**src/rtl/pipe_hazard_unit.sv**
```systemverilog
// Pipeline hazard/flush controller for an NSTAGE-deep core: stall and redirect arbitration,
// precise interrupt entry (drain, EPC, trap vector), ERET return and a stall watchdog.
module pipe_hazard_unit #(
  parameter int              NSTAGE     = 5,
  parameter int              AW         = 32,
  parameter logic [AW-1:0]   TRAP_VEC   = AW'(32'h0000_0008),
  parameter int              ERET_STAGE = 1,
  parameter int              MAX_WAIT   = 16
) (
  input  logic                 clk,
  input  logic                 reset,
  input  logic [NSTAGE-1:0]    stall_req,
  input  logic [NSTAGE-1:0]    redir_vld,
  input  logic [NSTAGE*AW-1:0] redir_addr,
  input  logic                 eret_vld,
  input  logic                 int_req,
  input  logic                 int_en,
  input  logic [AW-1:0]        fetch_pc,
  output logic [NSTAGE-1:0]    stop,
  output logic [NSTAGE-1:0]    flush,
  output logic                 pc_redir_vld,
  output logic [AW-1:0]        pc_redir_addr,
  output logic [AW-1:0]        epc,
  output logic                 in_trap,
  output logic                 int_ack,
  output logic                 stall_timeout,
  output logic [1:0]           fsm_state
);

  localparam int CW = (NSTAGE > 1) ? $clog2(NSTAGE) : 1;
  localparam int WW = $clog2(MAX_WAIT + 2);

  localparam logic [1:0] ST_RUN   = 2'd0;
  localparam logic [1:0] ST_DRAIN = 2'd1;
  localparam logic [1:0] ST_TRAP  = 2'd2;

  logic [1:0]        state;
  logic [CW-1:0]     drain_cnt;
  logic [CW-1:0]     drain_cnt_nxt;
  logic [WW-1:0]     wd_cnt;

  logic              stall_any;
  int                s_idx;
  int                r_idx;
  logic [NSTAGE-1:0] redir_all;
  logic [AW-1:0]     r_tgt;
  logic              eret_live;
  logic              redir_ok;
  logic              eret_taken;
  logic              enter;
  logic [NSTAGE-1:0] stall_stop;
  logic [NSTAGE-1:0] stall_flush;
  logic [NSTAGE-1:0] redir_flush;

  assign fsm_state     = state;
  assign drain_cnt_nxt = drain_cnt + 1'b1;

  // Arbitration. Index -1 means "no request". ERET joins the redirect vector at
  // ERET_STAGE, and only counts while a handler is actually active.
  always_comb begin
    eret_live = eret_vld && in_trap && (state == ST_RUN);
    redir_all = redir_vld;
    if (eret_live) redir_all[ERET_STAGE] = 1'b1;
    stall_any = |stall_req;
    s_idx     = -1;
    r_idx     = -1;
    r_tgt     = '0;
    for (int k = 0; k < NSTAGE; k++) begin
      if (stall_req[k]) s_idx = k;
      if (redir_all[k]) begin
        r_idx = k;
        if (k == ERET_STAGE && eret_live) r_tgt = epc;
        else                              r_tgt = redir_addr[k*AW +: AW];
      end
    end
    redir_ok   = (r_idx >= 0) && (s_idx < r_idx);
    eret_taken = redir_ok && eret_live && (r_idx == ERET_STAGE);
    for (int j = 0; j < NSTAGE; j++) begin
      stall_stop[j]  = (j <= s_idx);
      stall_flush[j] = (j >= 1) && (j == s_idx + 1);
      redir_flush[j] = (j >= 1) && (j <= r_idx);
    end
    enter = (state == ST_RUN) && int_req && int_en && !in_trap &&
            !stall_any && !(|redir_vld);
  end

  // Output steering. During DRAIN the PC stays frozen: an applied redirect only
  // kills the younger stages and retargets epc, the trap vector loads the PC later.
  always_comb begin
    stop          = '0;
    flush         = '0;
    pc_redir_vld  = 1'b0;
    pc_redir_addr = r_tgt;
    int_ack       = 1'b0;
    stall_timeout = 1'b0;
    if (reset) begin
      flush = {{(NSTAGE-1){1'b1}}, 1'b0};
    end else begin
      stall_timeout = stall_any && (wd_cnt == WW'(MAX_WAIT));
      if (state == ST_TRAP) begin
        flush[1]      = 1'b1;
        pc_redir_vld  = 1'b1;
        pc_redir_addr = TRAP_VEC;
        int_ack       = 1'b1;
      end else begin
        if (redir_ok) begin
          flush        = redir_flush;
          pc_redir_vld = (state == ST_RUN);
        end else begin
          stop  = stall_stop;
          flush = stall_flush;
        end
        if (state == ST_DRAIN) begin
          stop[0]  = 1'b1;
          flush[1] = 1'b1;
        end
      end
      flush[0] = 1'b0;
    end
  end

  // Watchdog: counts consecutive stalled cycles, pulses and restarts at MAX_WAIT+1.
  always_ff @(posedge clk) begin
    if (reset) begin
      wd_cnt <= '0;
    end else if (!stall_any) begin
      wd_cnt <= '0;
    end else if (wd_cnt == WW'(MAX_WAIT)) begin
      wd_cnt <= '0;
    end else begin
      wd_cnt <= wd_cnt + 1'b1;
    end
  end

  // Interrupt FSM: RUN -> DRAIN (let older stages retire) -> TRAP (one cycle) -> RUN.
  always_ff @(posedge clk) begin
    if (reset) begin
      state     <= ST_RUN;
      epc       <= '0;
      in_trap   <= 1'b0;
      drain_cnt <= '0;
    end else begin
      case (state)
        ST_RUN: begin
          if (eret_taken) in_trap <= 1'b0;
          if (enter) begin
            state     <= ST_DRAIN;
            epc       <= fetch_pc;
            drain_cnt <= '0;
          end
        end
        ST_DRAIN: begin
          if (redir_ok) epc <= r_tgt;
          if (!stall_any) begin
            drain_cnt <= drain_cnt_nxt;
            if (drain_cnt_nxt == CW'(NSTAGE - 1)) state <= ST_TRAP;
          end
        end
        ST_TRAP: begin
          in_trap <= 1'b1;
          state   <= ST_RUN;
        end
        default: state <= ST_RUN;
      endcase
    end
  end

endmodule
```
**config.mk**
```make
export PLATFORM = sky130hd
export DESIGN_NAME = pipe_hazard_unit
export DESIGN_NICKNAME = d
export VERILOG_FILES = /design/src/rtl/pipe_hazard_unit.sv
export SDC_FILE = /design/constraint.sdc
export NUM_CORES = 1
export LEC_CHECK = 0
export CORE_MARGIN = 2
export CORE_UTILIZATION = 42
export CTS_CLUSTER_SIZE = 12
export DETAILED_ROUTE_END_ITERATION = 6
export PLACE_DENSITY = 0.89
export SLEW_MARGIN = 20
export SYNTH_ARGS = -nofsm -noshare
export SYNTH_HDL_FRONTEND = slang
export SYNTH_SLANG_ARGS = --single-unit
```
**constraint.sdc**
```tcl
create_clock -name clk -period 6.9 [get_ports clk]
set_input_delay 1.38 -clock clk [delete_from_list [all_inputs] [get_ports clk]]
set_output_delay 1.38 -clock clk [all_outputs]
set_load 0.05 [all_outputs]
```
# ---- Word-level counts from Yosys, hierarchy flattened
# Index checks and enable logic that the tools add are counted.
dict set report classes {
  add_sub_neg 3
  magnitude_cmp 11
  eq_ne 14
  mux 46
  n_bitwise 1
  n_reduce_logical 24
}
# operator count
set ops {}
lappend ops {{32-bit 2-to-1 mux} 20}
lappend ops {{3-bit by 32-bit less-or-equal comparator with 1-bit output (first input constant)} 4}
lappend ops {{3-bit by 32-bit == test with 1-bit output (first input constant)} 2}
lappend ops {{2-bit by 32-bit less-or-equal comparator with 1-bit output (first input constant)} 2}
lappend ops {{4-bit by 32-bit less-or-equal comparator with 1-bit output (first input constant)} 2}
lappend ops {{32-bit case mux with 2 select lines} 1}
lappend ops {{32-bit by 2-bit adder with 32-bit output (second input constant)} 1}
lappend ops {{2-bit by 32-bit == test with 1-bit output (first input constant)} 1}
lappend ops {{32-bit by 2-bit == test with 1-bit output (second input constant)} 1}
lappend ops {{4-bit by 32-bit == test with 1-bit output (first input constant)} 1}
lappend ops {{32-bit by 1-bit >= comparator with 1-bit output (second input constant)} 1}
lappend ops {{1-bit by 32-bit less-or-equal comparator with 1-bit output (first input constant)} 1}
lappend ops {{32-bit < comparator} 1}
lappend ops {{5-bit 2-to-1 mux} 5}
lappend ops {{1-bit logical AND} 11}
lappend ops {{1-bit 2-to-1 mux} 11}
lappend ops {{5-bit OR reduction} 2}
lappend ops {{3-bit 2-to-1 mux} 3}
lappend ops {{3-bit AND reduction} 3}
lappend ops {{2-bit inequality test (second input constant)} 4}
lappend ops {{2-bit 2-to-1 mux} 3}
lappend ops {{3-bit case mux with 2 select lines} 1}
lappend ops {{5-bit by 1-bit adder with 5-bit output (second input constant)} 1}
lappend ops {{5-bit == test (second input constant)} 1}
lappend ops {{13 further kinds} 16}
dict set report word_totals {
  reg_bits 43
  output_inout_bits 80
  elab_cells 104
}

# ---- Depth between registers and ports, before layout
dict set report logic_depth {
  depth_word 13
  depth_mapped 13
}

# ---- Worst setup path after synthesis
# No wires, ideal clock.
dict set report synth_timing {
  kind {input port to output port}
  start {input port redir_vld[4]}
  end {output port flush[2]}
  arrival_time_ns 4.526
  required_ns 5.520
  slack_ns 0.994
  path_stages 11
  path_cell_list {clkbuf_1 -> clkbuf_1 -> clkbuf_1 -> a21oi_1 -> ha_1 -> nor3b_1 -> nand3_1 -> a221oi_4 -> o21a_1 -> a311oi_1 -> nor3_1}
}
dict set report synth_via {
  elab_chain_len 6
  word_cells_on_any_way 8
  classes_between {order compare (3); mux (4); reduce/logical (1)}
}
# element line_no
set synth_lines {}
lappend synth_lines {{start: declaration} 13} ;# input logic [NSTAGE-1:0] redir_vld,
lappend synth_lines {{32-bit 2-to-1 mux *} 70} ;# if (redir_all[k]) begin
lappend synth_lines {{32-bit by 1-bit >= comparator with 1-bit output / 32-bit < comparator (equally long branches)} 76} ;# redir_ok = (r_idx >= 0) && (s_idx < r_idx);
lappend synth_lines {{1-bit logical AND} 76}
lappend synth_lines {{5-bit 2-to-1 mux *} 106} ;# if (redir_ok) begin
lappend synth_lines {{3-bit 2-to-1 mux *} 100} ;# if (state == ST_TRAP) begin
lappend synth_lines {{5-bit 2-to-1 mux *} 96} ;# if (reset) begin
lappend synth_lines {{end: declaration} 20} ;# output logic [NSTAGE-1:0] flush,
# Mark *: on every way between the ends. The rest lies on a longest branch, timed or not.

# ---- Worst setup path after layout
dict set report layout_timing {
  start {input port stall_req[2]}
  end {output port stop[2]}
}
dict set report layout_via {
  elab_chain_len 8
  word_cells_on_any_way 9
  classes_between {order compare (2); mux (6); reduce/logical (1)}
}
# element line_no
set layout_lines {}
lappend layout_lines {{start: declaration} 12} ;# input logic [NSTAGE-1:0] stall_req,
lappend layout_lines {{32-bit 2-to-1 mux * (3 in series)} 69} ;# if (stall_req[k]) s_idx = k;
lappend layout_lines {{32-bit < comparator} 76}
lappend layout_lines {{1-bit logical AND} 76}
lappend layout_lines {{5-bit 2-to-1 mux *} 106}
lappend layout_lines {{5-bit 2-to-1 mux *} 100}
lappend layout_lines {{5-bit 2-to-1 mux *} 96}
lappend layout_lines {{end: declaration} 19} ;# output logic [NSTAGE-1:0] stop,
# Marks and branches as above.

==> flow_summary_export.csv <==
group,metric,value,unit
timing,min_period,6.25,ns
logic_synthesis,synth_area,0.00479,sq mm
detailed_routing,detail-route-antenna-nets,0,
detailed_routing,vias,6771,
logic_synthesis,post_synth.cell_area_avg,6.58,sq um
logic_synthesis,synth_area_leaders,"dfxtp_1 18%, nor3_1 8.5%, nand2_1 6.7%",
logic_synthesis,postSynthCellCount,728,
floorplanning,die-area,0.0123,sq mm
worst_setup_path,critPathMaxStageDelay,0.51,ns
place,gp_congestion,0.922,
clock_network,cts_tree,"done",
detailed_routing,vias_per_cell,6.14,
timing,setup_ws,0.654,ns
floorplanning,boundaryPins,287,
timing,max_freq,0.160,GHz
final_layout,final_cell_area,0.00788,sq mm
power,peakVddDrop,0.116,mV
timing,fin_setup_tns,0,ns
clock_network,clock_path_buffers,2,
power,p_per_area,122,mW/mm^2
place,pre_cts_slack,0.756,ns
timing,slew_headroom,0.236,
power,total_power,0.965,mW
worst_setup_path,crit_fanout,8,
place,dpl.hpwl,15500,um
grt,grt_remaining_overflow,0,
logic_synthesis,synth_top_cell_area_share,0.180,
timing,final_max_slew_viol_count,0,
final_layout,fillers,964,
worst_setup_path,crit_type,"in -> out",
run,max_cap_violations,0,
clock_network,numCtsBuffers,5,
grt,track_usage,0.328,
final_layout,drive_gt1_frac,0.0635,
detailed_routing,detail_route.first_pass.iterations,5,
floorplanning,rows,39,
timing,rsz0062_at_grt,"no",
grt,grt_pass1_vias,6283,
timing,setup_viol_count_final,0,
place,port_buffers,285,
logic_synthesis,yosys.cell_count.top_type,"nand2_1",
detailed_routing,drc_errors,0,
worst_setup_path,endpoint_kind,"primary output",
clock_network,cts.clk_slew.worst_paths,0.06,ns
logic_synthesis,ys_seq_area_frac,0.180,
logic_synthesis,synth_warnings,0,
timing,hold_viol,0,
power,p_leak,3.06,nW
final_layout,n_antenna_cell,0,
floorplanning,fp.dieW,111,um
logic_synthesis,yosys.area.top_type,"dfxtp_1",
timing,hold_slack,0.464,ns
worst_setup_path,start_kind,"input pin",
status,status,"finished, final reports clean",
hold_path,hp-class,"reg -> reg",
grt,grt_max_degree,69,
floorplanning,die_y,111,um
grt,antenna_found_initial,0,
clock_network,htreeDepth,2,
place,placed_cell_area,0.00771,sq mm
final_layout,fin_nets,1176,
logic_synthesis,synthArstFlopShare,0,
worst_setup_path,critical_path_arrival,4.87,ns
logic_synthesis,yosys-top-cells-count,"85 x nand2_1, 81 x nor3_1, 59 x clkbuf_1, 56 x nor2_1, 48 x a21oi_1",
floorplanning,core_area,0.0113,sq mm
timing,tightest_slew,1.14,ns
floorplanning,initial_core_util,0.425,
detailed_routing,drt_first_iter_violations,787,
worst_setup_path,cp_common_cell,"nand2_1",
timing,fin_crit_sh,0.905,
clock_network,clock_latency,0.28,ns
logic_synthesis,synth.ff_latch_count,43,
logic_synthesis,ys_types,49,
worst_setup_path,path_cells,"clkdlybuf4s50_1, nor3_1, nand2_1, inv_1, ha_1, nor3b_1, nand2_1, o21ai_0, o21a_1, or3_1, nor2_1, buf_12",
final_layout,area_delta_synth_final,64.5,%
detailed_routing,routed_wl,21300,um
clock_network,hold_buffers,0,
detailed_routing,wl_per_cell,19.3,um
logic_synthesis,ys.flop_type,"dfxtp_1",
clock_network,cts_resized,0,
grt,grt_pass1_wl,33500,um
logic_synthesis,synth_enable_flop_cells,0,
logic_synthesis,synth.net_count,945,
timing,fin_skew,0.00863,ns
worst_setup_path,cp.required,5.52,ns
clock_network,clk_root_buffer_cell,"clkbuf_16",
clock_network,post_cts_buffers,0,
worst_setup_path,slowest_stage,"nor3_1",
clock_network,cts_sinks,43,
==> cell type report <==
class / instances / area [sq um] / share of cell area
Multi-Input combinational cell: 585 / 3560 / 0.452
Timing Repair Buffer: 298 / 3010 / 0.382
Sequential cell: 43 / 861 / 0.109
Tap cell: 143 / 179 / 0.0227
Clock buffer: 6 / 139 / 0.0176
Inverter: 26 / 97.6 / 0.0124
Clock inverter: 2 / 35.0 / 0.00444
==> layer usage <==
metal / share of wire / up-vias / GRT usage
met1: 0.40 / 3107 / 0.428
li1: - / 3145 / -
met5: 0 / - / 0
met4: 0.022 / 0 / 0.0875
met3: 0.10 / 52 / 0.0683
met2: 0.48 / 467 / 0.551
==> path summary, 6_finish.rpt <==
kind,start,end,slack [ns],cells past startpoint
worst max-delay path,stall_req[2],stop[2],0.65,12
worst min-delay path,wd_cnt[0],wd_cnt[0],0.46,1
worst max register to register,fsm_state[1],epc[12],3.26,11
worst min register to register,wd_cnt[0],wd_cnt[0],0.46,1
==> worst max-delay path: cells and delay by family <==
| family | cells | cell delay [ns] |
|---|---|---|
| fa+ha+maj | 1 | 0.30 |
| buf+inv | 3 | 0.94 |
| compound gates | 2 | 0.68 |
| simple gates | 6 | 1.56 |
==> sequential cells by signal, indices dropped and copies added, names as in the netlist <==
name	count
epc	32
drain_cnt	3
in_trap	1
wd_cnt	5
fsm_state	2
==> through the flow <==
stage,util,instances
after detailed placement,0.684,1095
after global routing,0.699,1103
final,0.699,1103
after floorplan,-,728
after global placement,0.684,1095
after CTS,0.699,1103
==> cells in the final DEF (no fill, tap or decap), types with 16 or more instances in the layout <==
| cell | instances |
|---|---|
| clkdlybuf4s50_1 | 263 |
| nand2_1 | 85 |
| nor3_1 | 81 |
| nor2_1 | 55 |
| a21oi_1 | 48 |
| dfxtp_1 | 43 |
| o21ai_0 | 38 |
| and3_1 | 34 |
| o31ai_1 | 32 |
| inv_1 | 25 |
| nor2b_1 | 25 |
| nand3_1 | 24 |
| o211ai_1 | 24 |
| o311a_1 | 22 |
| buf_4 | 21 |
| a211oi_1 | 17 |
| a31oi_1 | 16 |
==> cells by family (layout without fill, tap and decap cells) <==
group,Yosys count,count (layout),share of synthesized area
other cells,1,1,0.000783
flops,43,43,0.180
compound gates,235,235,0.350
mux,7,7,0.0146
fa+ha+maj,10,10,0.0261
xor+xnor,4,4,0.00731
buf+inv,100,332,0.0857
simple gates,328,328,0.336
==> power breakdown <==
group | switching, mW | total, mW | internal, mW
combinational | 0.226 | 0.436 | 0.209
sequential | 0.00162 | 0.252 | 0.250
clock | 0.0982 | 0.278 | 0.180
Note: power is estimated with default switching activity, not from simulation.
